File: config.mk
export PLATFORM = sky130hd
export DESIGN_NAME = dwconv_seq_ctrl_flat
export DESIGN_NICKNAME = d
export VERILOG_FILES = /design/src/rtl/dwconv_seq_ctrl_if.sv /design/src/rtl/dwconv_seq_ctrl.sv /design/src/flat_wrapper.sv
export SDC_FILE = /design/constraint.sdc
export NUM_CORES = 1
export LEC_CHECK = 0
export ABC_AREA = 1
export CAP_MARGIN = 20
export CORE_MARGIN = 5
export CORE_UTILIZATION = 42
export DETAILED_ROUTE_END_ITERATION = 16
export HOLD_SLACK_MARGIN = 0.12
export PLACE_DENSITY = 0.7
export SYNTH_ARGS = -nofsm -noshare
export SYNTH_HDL_FRONTEND = slang
export SYNTH_SLANG_ARGS = --single-unit
File: constraint.sdc
create_clock -name clk -period 1.42 [get_ports clk]
set_clock_uncertainty 0.15 [all_clocks]
set_input_delay 0.284 -clock clk [delete_from_list [all_inputs] [get_ports clk]]
set_output_delay 0.284 -clock clk [all_outputs]
set_load 0.01 [all_outputs]
File: src/rtl/dwconv_seq_ctrl_if.sv
// dwconv_seq_ctrl_if: control/handshake bundle between the depthwise sequencer and its neighbours
interface dwconv_seq_ctrl_if;
    logic       start;
    logic       abort;
    logic       src_valid;
    logic       ds_ready;
    logic       src_ready;
    logic       en;
    logic [4:0] cnt;
    logic [3:0] pos;
    logic       buf_valid;
    logic       busy;
    logic       done;

    modport master (
        output start, abort, src_valid, ds_ready,
        input  src_ready, en, cnt, pos, buf_valid, busy, done
    );

    modport slave (
        input  start, abort, src_valid, ds_ready,
        output src_ready, en, cnt, pos, buf_valid, busy, done
    );
endinterface

File: src/rtl/dwconv_seq_ctrl.sv
// dwconv_seq_ctrl: walks channels (inner) and kernel positions (outer) for the depthwise output bank
module dwconv_seq_ctrl #(
    parameter int N_CH  = 32,
    parameter int N_POS = 9
) (
    input  logic               clk,
    input  logic               rst,
    dwconv_seq_ctrl_if.slave   bus
);
    localparam logic [4:0] CNT_LAST = 5'(N_CH - 1);
    localparam logic [3:0] POS_LAST = 4'(N_POS - 1);

    typedef enum logic [2:0] {IDLE, RUN, FLUSH, WAIT, DONE} state_t;

    state_t     state;
    logic [4:0] cnt;
    logic [3:0] pos;
    logic       buf_valid;
    logic       done;
    logic       en;

    assign en            = (state == RUN) && bus.src_valid;
    assign bus.src_ready = (state == RUN);
    assign bus.en        = en;
    assign bus.cnt       = cnt;
    assign bus.pos       = pos;
    assign bus.buf_valid = buf_valid;
    assign bus.done      = done;
    assign bus.busy      = (state != IDLE);

    // Sequencer: one write per accepted sample, one flush cycle for bank latency, then hand-off wait
    always_ff @(posedge clk) begin
        if (rst || bus.abort) begin
            state     <= IDLE;
            cnt       <= '0;
            pos       <= '0;
            buf_valid <= 1'b0;
            done      <= 1'b0;
        end else begin
            buf_valid <= 1'b0;
            done      <= 1'b0;
            case (state)
                IDLE: if (bus.start) begin
                    state <= RUN;
                    cnt   <= '0;
                    pos   <= '0;
                end
                RUN: if (en) begin
                    if (cnt == CNT_LAST) begin
                        cnt   <= '0;
                        state <= FLUSH;
                    end else begin
                        cnt <= cnt + 5'd1;
                    end
                end
                FLUSH: begin
                    state     <= WAIT;
                    buf_valid <= 1'b1;
                end
                WAIT: if (bus.ds_ready) begin
                    if (pos == POS_LAST) begin
                        pos   <= '0;
                        state <= DONE;
                        done  <= 1'b1;
                    end else begin
                        pos   <= pos + 4'd1;
                        state <= RUN;
                    end
                end else begin
                    buf_valid <= 1'b1;
                end
                DONE: state <= IDLE;
                default: state <= IDLE;
            endcase
        end
    end
endmodule

File: src/flat_wrapper.sv
// flat-port wrapper written by rule: the top's interface ports become plain ports
module dwconv_seq_ctrl_flat 
#(
    parameter int N_CH  = 32,
    parameter int N_POS = 9
)
  (clk, rst, bus_start, bus_abort, bus_src_valid, bus_ds_ready, bus_src_ready, bus_en, bus_cnt, bus_pos, bus_buf_valid, bus_busy, bus_done);
  dwconv_seq_ctrl_if bus_i ();
  input  logic clk;
  input  logic rst;
  input wire logic [$bits(bus_i.start)-1:0] bus_start;
  input wire logic [$bits(bus_i.abort)-1:0] bus_abort;
  input wire logic [$bits(bus_i.src_valid)-1:0] bus_src_valid;
  input wire logic [$bits(bus_i.ds_ready)-1:0] bus_ds_ready;
  output wire logic [$bits(bus_i.src_ready)-1:0] bus_src_ready;
  output wire logic [$bits(bus_i.en)-1:0] bus_en;
  output wire logic [$bits(bus_i.cnt)-1:0] bus_cnt;
  output wire logic [$bits(bus_i.pos)-1:0] bus_pos;
  output wire logic [$bits(bus_i.buf_valid)-1:0] bus_buf_valid;
  output wire logic [$bits(bus_i.busy)-1:0] bus_busy;
  output wire logic [$bits(bus_i.done)-1:0] bus_done;
  assign bus_i.start = bus_start;
  assign bus_i.abort = bus_abort;
  assign bus_i.src_valid = bus_src_valid;
  assign bus_i.ds_ready = bus_ds_ready;
  assign bus_src_ready = bus_i.src_ready;
  assign bus_en = bus_i.en;
  assign bus_cnt = bus_i.cnt;
  assign bus_pos = bus_i.pos;
  assign bus_buf_valid = bus_i.buf_valid;
  assign bus_busy = bus_i.busy;
  assign bus_done = bus_i.done;
  dwconv_seq_ctrl #(.N_CH(N_CH), .N_POS(N_POS)) u_core (.clk(clk), .rst(rst), .bus(bus_i));
endmodule
==> results.json <==
{
  "setup_viol": 12,
  "drv_slew": 0,
  "max_stage_delay_ns": 0.52,
  "io_pins": 20,
  "timing.final.ws_setup_ns": -0.1052,
  "drt-pass1-iter-count": 4,
  "antenna_found_initial": 0,
  "p_leak_nw": 0.6868,
  "clock_sinks": 14,
  "clock_latency_ns": 0.29,
  "power_mw": 0.9256,
  "utilization": 0.7649,
  "ir_worst_vdd_uv": 543.5,
  "grt_pass1_wl_um": 3498,
  "path_class": "in2reg",
  "drtIter0Drc": 18,
  "portBuffers": 19,
  "final_cell_mix": "buf_4, nand2_1, inv_1",
  "drc_errors": 0,
  "finalSetupTns_ns": -0.6951,
  "numCtsBuffers": 3,
  "place_congestion": 0.8144,
  "yosys_warnings": 0,
  "crit_fanout": 6,
  "ant_nets": 0,
  "clk_pin_slew_ns": 0.09,
  "rows": 15,
  "dieWidth_um": 53.90,
  "dp_cells": 184,
  "maxSlewHeadroom": 0.8030,
  "cts_hold_buf": 0,
  "clockBufferDepth": 2,
  "required_ns": 1.50,
  "hold_viol": 0,
  "ys_seq_area_frac": 0.3462,
  "antennaDiodeCount": 0,
  "synth_nets": 131,
  "netlist_area_sq_um": 809.5,
  "grt_use_total": 0.1682,
  "area_growth_syn_to_layout_pct": 68.47,
  "start_kind": "input pin",
  "num-fill-cells": 142,
  "cts_tree": "yes",
  "grt_max_degree": 11,
  "synthCells": 121,
  "fin_cells": 195,
  "end_kind": "flop",
  "htreeDepth": 1,
  "vias": 936,
  "start_util": 0.4540,
  "violations": "setup timing",
  "tightest_slew_ns": 0.2938,
  "core-area_sq_um": 1783,
  "layout.nets": 181,
  "max_freq_mhz": 655.6,
  "hold_slack_ns": 0.3608,
  "yosysUniqueCellTypes": 20,
  "via_per_inst": 4.800,
  "cts_root_buffer": "clkbuf_4",
  "yosys_register_bits": 14,
  "layout_commonest_cell": "buf_4",
  "slowest_stage": "clkdlybuf4s50_1",
  "dp_slack_ns": -0.4489,
  "wl_per_cell_um": 11.83,
  "fin_crit_sh": 1.074,
  "totalWireLength_um": 2306,
  "max_cap_viol_count": 0,
  "seqCellArea_sq_um": 297.8,
  "final_area_sq_um": 1364,
  "fin_crit_ns": 1.525,
  "rsz0062_at_grt": "yes",
  "crit_top_cell": "buf_4",
  "post-dp-hpwl_um": 1652,
  "placed_area_sq_um": 1202,
  "power_density_nw_per_um2": 678.7,
  "overflow": 0,
  "worstPathCellList": "clkdlybuf4s50_1 -> buf_4 -> inv_1 -> o21ai_4 -> buf_4 -> o21ai_0 -> nor2_1",
  "synth_area_per_cell_sq_um": 6.690,
  "die_h_um": 53.90,
  "die_area_sq_um": 2905,
  "crit_arrival_ns": 1.60,
  "layout-drive-gt1-share": 0.4412,
  "status": "finished, violations left",
  "multi_input_area_sq_um": 554.3,
  "grt_pass1_vias": 868,
  "hold_path.class": "reg2reg"
}
## timing repair
action                                  in CTS  in global routing
endpoints found under the setup margin      23                 18
setup buffers                                1                  6
pin swaps                                    7                 14
resized for setup                           46                 20
## flip-flops by register name, indices dropped and copies added (netlist names)
name	count
u_core.bus.cnt	5
u_core.bus.pos	4
u_core.state	3
u_core.bus.buf_valid	1
u_core.bus.done	1
## final timing paths
check | depth (start not counted) | slack [ns] | start | end
worst max-delay path | 7 | -0.11 | bus_src_valid | u_core.bus.cnt[4]$_SDFFE_PP0P_
worst min-delay path | 2 | 0.36 | u_core.bus.cnt[3]$_SDFFE_PP0P_ | u_core.bus.cnt[3]$_SDFFE_PP0P_
worst max register to register | 7 | -0.07 | u_core.state[2]$_SDFFE_PP0P_ | u_core.bus.cnt[4]$_SDFFE_PP0P_
worst min register to register | 2 | 0.36 | u_core.bus.cnt[3]$_SDFFE_PP0P_ | u_core.bus.cnt[3]$_SDFFE_PP0P_
## critical path: cells and delay by family
| family | cells | cell delay, ns |
|---|---|---|
| compound gates | 2 | 0.30 |
| buf+inv | 4 | 0.90 |
| simple gates | 1 | 0.12 |
## power breakdown
group          internal, mW  switching, mW
Sequential            0.405         0.0130
Combinational         0.128          0.137
Clock                 0.102          0.140
Total                 0.635          0.290
## cells by family after synthesis
group,after synthesis,synth area share
adder cells (fa/ha/maj),4,0.06183
flip-flops,14,0.3462
XOR/XNOR,1,0.01082
AND/OR/NAND/NOR,64,0.3663
AO/OA/AOI/OAI,16,0.1128
buffers and inverters,22,0.1020
## cell usage after synthesis
cell / instances / area share
nand3_1: 11 / 0.068
o21ai_4: 1 / 0.020
ha_1: 4 / 0.062
nor2_1: 14 / 0.065
a21oi_1: 12 / 0.074
xor2_1: 1 / 0.011
nand3_2: 2 / 0.025
nand2_2: 1 / 0.0077
nand2_4: 1 / 0.014
nor2_2: 1 / 0.0077
dfxtp_1: 14 / 0.35
nand2_1: 29 / 0.13
nand4_1: 1 / 0.0077
inv_1: 20 / 0.093
clkinv_1: 1 / 0.0046
nor2_4: 1 / 0.014
o21ai_0: 3 / 0.019
or2_2: 2 / 0.015
clkbuf_1: 1 / 0.0046
nor4_1: 1 / 0.0077
## layout make-up
class	count	share of cell area
Clock buffer	3	0.01651
Clock inverter	1	0.002752
Inverter	21	0.05963
Multi-Input combinational cell	85	0.4064
Sequential cell	14	0.2183
Tap cell	25	0.02294
Timing Repair Buffer	46	0.2734
## metal layers
layer | vias up | track usage | routed length (um)
met4 | 0 | 0.08936 | 48
met1 | 423 | 0.1896 | 983
li1 | 484 | - | -
met2 | 24 | 0.2964 | 1148
met5 | - | 0 | 0
met3 | 5 | 0.03047 | 125
Note: power is estimated with default switching activity, not from simulation.
